$ cat src/rtl/eth_mii_frame_tx.sv
// eth_mii_frame_tx: MII/GMII Ethernet frame transmitter.
// Adds preamble/SFD, pads short frames, appends CRC-32 FCS, keeps the IFG.
module eth_mii_frame_tx #(
  parameter int TXD_W          = 4,
  parameter int PREAMBLE_BYTES = 7,
  parameter int MIN_FRAME      = 60,
  parameter bit FCS_EN         = 1'b1,
  parameter int IFG_BYTES      = 12
) (
  input  logic             clk,
  input  logic             rst_n,
  input  logic [7:0]       data_in,
  input  logic             valid_in,
  input  logic             last_in,
  output logic             ready_out,
  output logic [TXD_W-1:0] txd,
  output logic             tx_en,
  output logic             tx_er,
  output logic             busy
);

  localparam int          BPC      = 8 / TXD_W;
  localparam logic [7:0]  PRE_B    = 8'h55;
  localparam logic [7:0]  SFD_B    = 8'hD5;
  localparam logic [31:0] POLY     = 32'hEDB88320;
  localparam logic [31:0] CRC_INIT = 32'hFFFF_FFFF;
  localparam logic [15:0] PRE_LAST = 16'(PREAMBLE_BYTES - 1);
  localparam logic [15:0] IFG_LAST = 16'(IFG_BYTES - 1);
  localparam logic [15:0] MIN_LEN  = 16'(MIN_FRAME);
  localparam logic [15:0] FCS_LAST = 16'd3;

  // ERR is the one byte time of tx_er signalling after an underrun.
  typedef enum logic [2:0] {
    IDLE, PREAMBLE, SFD, DATA, PAD, FCS, ERR, IFG
  } state_t;

  state_t      state;
  logic        beat;
  logic        last_beat;
  logic [15:0] cnt;
  logic [15:0] sent;
  logic [15:0] sent_inc;
  logic [7:0]  data_q;
  logic        last_q;
  logic [31:0] crc;
  logic [31:0] crc_nxt;
  logic [31:0] fcs_sr;
  logic [7:0]  cur_byte;

  // Select the beat-th TXD_W slice of a byte, low bits first.
  function automatic logic [TXD_W-1:0] nib(
    input logic [7:0] b,
    input logic       hi
  );
    logic [7:0] s;
    s = hi ? (b >> TXD_W) : b;
    return s[TXD_W-1:0];
  endfunction

  // Reflected CRC-32 over one TXD_W slice, LSB first.
  function automatic logic [31:0] crc_step(
    input logic [31:0]      c,
    input logic [TXD_W-1:0] d
  );
    logic [31:0] r;
    r = c;
    for (int i = 0; i < TXD_W; i++) begin
      r = (r[0] ^ d[i]) ? ((r >> 1) ^ POLY) : (r >> 1);
    end
    return r;
  endfunction

  assign last_beat = (BPC == 1) || beat;
  assign busy      = (state != IDLE);
  assign sent_inc  = (sent == 16'hFFFF) ? sent : sent + 16'd1;

  assign ready_out = last_beat &&
                     ((state == SFD) || (state == DATA && !last_q));

  // CRC absorbs whatever DATA/PAD slice is on txd this cycle.
  assign crc_nxt = (state == DATA || state == PAD) ?
                   crc_step(crc, txd) : crc;

  // Byte currently on the wire, used for the upper slice in MII mode.
  always_comb begin
    cur_byte = 8'h00;
    unique case (1'b1)
      state == PREAMBLE: cur_byte = PRE_B;
      state == SFD:      cur_byte = SFD_B;
      state == DATA:     cur_byte = data_q;
      default:           cur_byte = 8'h00;
    endcase
  end

  // Frame FSM; txd/tx_en/tx_er are loaded for the cycle being entered.
  always_ff @(posedge clk or negedge rst_n) begin
    if (!rst_n) begin
      state  <= IDLE;
      beat   <= 1'b0;
      cnt    <= '0;
      sent   <= '0;
      data_q <= '0;
      last_q <= 1'b0;
      crc    <= '0;
      fcs_sr <= '0;
      txd    <= '0;
      tx_en  <= 1'b0;
      tx_er  <= 1'b0;
    end else begin
      crc <= crc_nxt;
      if (state == IDLE) begin
        if (valid_in) begin
          state <= PREAMBLE;
          beat  <= 1'b0;
          cnt   <= '0;
          sent  <= '0;
          crc   <= CRC_INIT;
          tx_en <= 1'b1;
          tx_er <= 1'b0;
          txd   <= nib(PRE_B, 1'b0);
        end
      end else if (ready_out) begin
        beat <= 1'b0;
        if (valid_in) begin
          state  <= DATA;
          data_q <= data_in;
          last_q <= last_in;
          sent   <= sent_inc;
          txd    <= nib(data_in, 1'b0);
        end else begin
          state <= ERR;
          tx_er <= 1'b1;
          txd   <= '0;
        end
      end else if (!last_beat) begin
        beat <= 1'b1;
        if (state == FCS) begin
          fcs_sr <= fcs_sr >> TXD_W;
          txd    <= fcs_sr[2*TXD_W-1:TXD_W];
        end else begin
          txd <= nib(cur_byte, 1'b1);
        end
      end else begin
        beat <= 1'b0;
        unique case (state)
          PREAMBLE: begin
            if (cnt == PRE_LAST) begin
              state <= SFD;
              cnt   <= '0;
              txd   <= nib(SFD_B, 1'b0);
            end else begin
              cnt <= cnt + 16'd1;
              txd <= nib(PRE_B, 1'b0);
            end
          end
          DATA, PAD: begin
            if (sent < MIN_LEN) begin
              state <= PAD;
              sent  <= sent_inc;
              txd   <= '0;
            end else if (FCS_EN) begin
              state  <= FCS;
              cnt    <= '0;
              fcs_sr <= ~crc_nxt;
              txd    <= ~crc_nxt[TXD_W-1:0];
            end else begin
              state <= IFG;
              cnt   <= '0;
              tx_en <= 1'b0;
              txd   <= '0;
            end
          end
          FCS: begin
            if (cnt == FCS_LAST) begin
              state <= IFG;
              cnt   <= '0;
              tx_en <= 1'b0;
              txd   <= '0;
            end else begin
              cnt    <= cnt + 16'd1;
              fcs_sr <= fcs_sr >> TXD_W;
              txd    <= fcs_sr[2*TXD_W-1:TXD_W];
            end
          end
          ERR: begin
            state <= IFG;
            cnt   <= '0;
            tx_en <= 1'b0;
            tx_er <= 1'b0;
            txd   <= '0;
          end
          IFG: begin
            if (cnt != IFG_LAST) begin
              cnt <= cnt + 16'd1;
            end else if (valid_in) begin
              state <= PREAMBLE;
              cnt   <= '0;
              sent  <= '0;
              crc   <= CRC_INIT;
              tx_en <= 1'b1;
              tx_er <= 1'b0;
              txd   <= nib(PRE_B, 1'b0);
            end else begin
              state <= IDLE;
              cnt   <= '0;
            end
          end
          default: begin
            state <= IDLE;
          end
        endcase
      end
    end
  end

endmodule

$ cat config.mk
export PLATFORM = sky130hd
export DESIGN_NAME = eth_mii_frame_tx
export DESIGN_NICKNAME = d
export VERILOG_FILES = /design/src/rtl/eth_mii_frame_tx.sv
export SDC_FILE = /design/constraint.sdc
export NUM_CORES = 1
export LEC_CHECK = 0
export CAP_MARGIN = 20
export CORE_MARGIN = 2
export CORE_UTILIZATION = 55
export CTS_BUF_LIST = sky130_fd_sc_hd__clkbuf_16
export DETAILED_ROUTE_END_ITERATION = 12
export PLACE_DENSITY = 0.84
export SLEW_MARGIN = 25
export SYNTH_ARGS = -nofsm -noshare
export SYNTH_HDL_FRONTEND = slang
export SYNTH_SLANG_ARGS = --single-unit
$ cat constraint.sdc
create_clock -name clk -period 2.9 [get_ports clk]
set_clock_uncertainty 0.15 [all_clocks]
set_input_delay 0.29 -clock clk [delete_from_list [all_inputs] [get_ports clk]]
set_output_delay 0.29 -clock clk [all_outputs]
set_load 0.1 [all_outputs]
# == Word-level counts from Yosys, hierarchy flattened ==
# Cells that the tools add are included.
# word_totals
reg_bits,115
latchBits,0
ram_bits,0
romBits,0
inputBits,12
out_inout_bits,8
wordCells,150
memories,0
# classes
add_sub_neg,2
mul,0
n_div,0
magnitude_cmp,1
eq_ne,26
n_shift,0
muxes,74
bitwise_logic,12
n_reduce_logical,24
# ops
cell,n
$mux 32,15
$mux 16,16
$pmux 16 s5,1
$pmux 32 s2,1
$not 13->14,4
$mux 4,9
$add 16x1->16 const B,2
$not 32->32,1
$pmux 16 s2,1
$mux 3,8
$pmux 8 s3,1
$pmux 4 s5,1
$reduce_and 5->1,4
$mux 1,18
$eq 16x16->1 const B,1
$eq 16x2->1 const B,1
$eq 16x3->1 const B,1
$lt 16x6->1 const B,1
$ne 16x4->1 const B,1
$pmux 3 s5,1
$eq 3x3->1 const B,4
$ne 3x3->1 const B,4
$reduce_bool 4->1,3
$ne 3x2->1 const B,3
26 further kinds,37

# == Longest topological paths before layout ==
# depth
depth_word,15
ltp_mapped,10
depth_no_buf,7

# == Least setup slack after synthesis ==
# OpenSTA, ideal clock, no wires.
# synth_timing
path_kind,register to register
startpoint,register state[2]
endpoint,register sent[1]
setup_time_ns,0.124
arrival_ns,2.739
t_required_ns,2.626
slack_ns,-0.113
path_stages_with_launch,10
n_path_buf,3
path_cell_list,dfrtp_1 > buf_2 > nor2b_1 > and3_1 > nor2b_1 > or4_1 > buf_2 > clkbuf_1 > nor2_1 > a211o_1
# synth_between
elab_chain_cells,6
# synth_lines
element,line_no,rtl
start: declaration,37,state_t state;
start signal: assignment,98,state <= IDLE;
start signal: assignment,113,state <= PREAMBLE;
start signal: assignment,125,state <= DATA;
$eq 3x2->1,78,((state == SFD) || (state == DATA && !last_q));
$logic_and 1x1->1,78,
$logic_or 1x1->1 *,78,
$logic_and 1x1->1 *,77,assign ready_out = last_beat &&
via ready_out,15,"output logic ready_out,"
$ne 4x4->1 (no source line) (tied with other cells),-,
$reduce_and 5->1 (no source line) / $mux 16 (equally long branches),-,
end signal: assignment,128,sent <= sent_inc;
end signal: assignment,159,sent <= sent_inc;
end: declaration,41,logic [15:0] sent;
# The timed path passes the listed nets; every way through them passes the cells marked *. The select of a mux whose other input is x is not followed.
# A chain may end at the register's enable or synchronous reset.

# == Worst setup path in the final report ==
# layout_timing
startpoint,register cnt[1]
endpoint,register sent[4]
# layout_between
elab_chain_cells,3
# layout_lines
element,line_no,rtl
start: declaration,40,logic [15:0] cnt;
start signal: assignment,152,cnt <= cnt + 16'd1;
start signal: assignment,180,cnt <= cnt + 16'd1;
start signal: assignment,194,cnt <= cnt + 16'd1;
$ne 16x4->1,193,if (cnt != IFG_LAST) begin
$ne 4x4->1 (no source line),-,
$reduce_and 5->1 (no source line),-,
# No other way between the ends.

==> reports/metrics.csv <==
metric;value;unit
final_util;0.635;
synth_edf_count;0;
clock_sinks;107;
synthCells;665;
synth_top_family_by_area;simple AND/OR/NAND/NOR gates;
clock_latency;0.37;ns
antenna_left;0;
drt_wl_total;15.4;mm
cts_max_level;3;
p_per_area;1370;mW/mm^2
post-route-drc-count;0;
clk_pin_slew_worst_paths;0.07;ns
cts_tree;built;
finalCritPeriodShare;0.910;
hold_end;fcs_sr[31];
io_pins;20;
area_delta_synth_final;13.5;%
coreArea;0.0108;sq mm
cts_made_buffers;9;
worstPathArrival;2.74;ns
layout-drive-gt1-share;0.111;
wl_met3;1.34;mm
synthesis.area;0.00604;sq mm
hp-start;fcs_sr[31];
synth_compound_area_frac;0.171;
crit_type;reg -> reg;
tightestPinTransition;0.861;ns
grt_overflow;0;
drtPass1Iterations;5;
syn-num-nets;680;
yosysSeqAreaShare;0.443;
synthAdderAreaFrac;0.00621;
antenna_found_initial;0;
fp.dieW;109;um
rsz0062_at_grt;false;
wl_met2;7.33;mm
muxShareOfSynthArea;0.0393;
synth-xor-area-share;0.0930;
gp_congestion;0.991;
min_period;2.64;ns
met1_length;6.37;mm
synth-seq-cells;107;
ys_warn_count;0;
seq_power_share;0.269;
hold_depth;2;
avgViaCountPerCell;6.22;
max_freq;379;MHz
worstSetupStartpointType;flip-flop;
final_cell_area;0.00686;sq mm
die_h;109;um
routed-via-count;5187;
grt_pass1_vias;5046;
yosys.area_share.simple;0.213;
r2r_setup_slack;0.26;ns
ys_async_sr_fraction;1.00;
dieArea;0.0118;sq mm
endpoint_kind;flip-flop;
nets;704;
ff2ff_path_depth;7;
rows;38;
p_clk_frac;0.124;
p_int;5.04;mW
p_leak;3.09;nW
setup_viol;0;
track_usage;0.279;
drt_iter0_drc;392;
grt_max_degree;52;
switchingPower;4.35;mW
vdd_drop_max;1.02;mV
port_buffers;19;
power;9.39;mW
cap_violations;0;
cts_setup_buffers;0;
avgSynthCellArea;9.09;sq um
swShare;0.463;
wl_per_cell;18.5;um
rr_startpoint;cnt[1];
place_area;0.00654;sq mm
min_path_type;reg -> reg;
synth_flop_cell;dfrtp_1;
regToRegEndpoint;sent[4];
pwr-share-comb;0.606;
dpl.hpwl;10.6;mm
hold_viol;0;
slew_viol_final;0;
relSlewSlack;0.424;
cp.required;3.00;ns
initial_utilization;0.560;
cp-startpoint;cnt[1];
cp_max_fo;10;
top_layer;met4;
status;finished clean;
root_buffer;clkbuf_16;
yosys.cell_types.count;57;
grt_pass1_wl;25.5;mm
clock_path_buffers;2;
hold_slack;0.332;ns
n_antenna_cell;0;
fin_tns_setup;0;ns
==> per-layer routing <==
metal,GRT usage,vias up
met1,0.373,2489
met5,0,-
met2,0.442,239
met4,0.107,0
met3,0.0663,35
li1,-,2424
==> layout by cell type (no fill, tap or decap), types with 6 or more instances in the layout <==
master	Yosys	final
dfrtp_1	107	107
o31ai_1	7	7
xor2_1	21	21
a21oi_1	41	41
xnor3_1	9	9
mux2i_1	17	17
clkdlybuf4s50_1	0	10
nand2_1	96	96
and3_1	12	11
a211o_1	7	7
nor2b_1	7	7
buf_4	0	40
nand4_1	9	9
clkbuf_16	0	9
a211oi_1	10	10
xnor2_1	20	20
nand3_1	41	41
nor3_1	14	14
inv_1	7	8
mux2_2	6	6
or3_1	7	7
nor2_1	52	52
o211ai_1	12	12
o21ai_0	43	42
==> synthesized netlist by cell type (7+ instances only) <==
cell / count / area [sq um]
xnor2_1: 20 / 175
nor2_1: 52 / 195
o21ai_0: 43 / 215
nand3_1: 41 / 205
o31ai_1: 7 / 52.6
nor4_1: 7 / 43.8
a21oi_1: 41 / 205
buf_2: 9 / 45.0
nor3_1: 14 / 70.1
mux2i_1: 17 / 170
nand4_1: 9 / 56.3
clkbuf_1: 28 / 105
xor2_1: 21 / 184
inv_1: 7 / 26.3
and3_1: 12 / 75.1
or3_1: 7 / 43.8
dfrtp_1: 107 / 2680
a211oi_1: 10 / 75.1
nand2_1: 96 / 360
nor2b_1: 7 / 43.8
xnor3_1: 9 / 203
a211o_1: 7 / 61.3
o211ai_1: 12 / 90.1
==> critical path: stages (launching register included) <==
cell and delay (ns):
dfrtp_1 0.40, ha_1 0.26, nor2b_1 0.18, and4_1 0.26, a21oi_2 0.12, or4_4 0.64
or3_1 0.38, mux2i_1 0.12
==> power by group through the flow <==
stage | Clock [mW] | Combinational, mW | Sequential (mW)
5_1_grt | 1.24 | 6.24 | 2.60
2_1_floorplan | 0 | 4.02 | 2.67
3_5_place_dp | 0 | 5.60 | 2.54
4_1_cts | 1.19 | 5.65 | 2.52
6_report | 1.17 | 5.69 | 2.53
3_3_place_gp | 0 | 5.45 | 2.51
==> state kept, by name, indices dropped and copies added (netlist names) <==
| name | count |
|---|---|
| beat | 1 |
| sent | 16 |
| data_q | 4 |
| tx_er | 1 |
| cnt | 16 |
| tx_en | 1 |
| fcs_sr | 28 |
| state | 3 |
| crc | 32 |
| last_q | 1 |
| txd | 4 |
==> how the worst max path moves through the flow <==
stage	end	cells past startpoint	slack, ns
after floorplan	crc[19]	7	0.15
after global placement	sent[4]	6	0.18
after detailed placement	sent[4]	6	0.11
after CTS	sent[4]	6	0.1
after global routing	sent[7]	7	0.08
final	sent[4]	7	0.26
==> timing repair <==
| action | CTS | global route |
|---|---|---|
| setup endpoints to repair | 0 | 9 |
| endpoints found under the hold margin | 49 | 0 |
| hold buffers | 1 | 0 |
| gates resized for setup | 0 | 6 |
==> area by class of cell <==
cell class,count,area [sq um]
clock buffers,9,225
clock inverters,7,48.8
fillers,852,3940
inverters,7,26.3
multi-input cells,508,3190
flip-flops and latches,107,2680
well taps,140,175
repair buffers,56,510
==> logic make-up (layout without fill, tap and decap cells) <==
| group | Yosys count | count (layout) |
|---|---|---|
| buffers and inverters | 50 | 79 |
| adders and majority gates | 3 | 3 |
| muxes | 23 | 23 |
| DFF | 107 | 107 |
| and+or+nand+nor | 270 | 270 |
| xor gates and xnor gates | 50 | 50 |
| AOI/OAI and AO/OA | 162 | 162 |
==> through the flow <==
stage	cells	setup slack, ns
after floorplan	665	0.153
after global placement	817	0.184
after detailed placement	817	0.108
after CTS	834	0.0989
after global routing	834	0.0819
final	834	0.261
(Power assumes the default switching activity.)
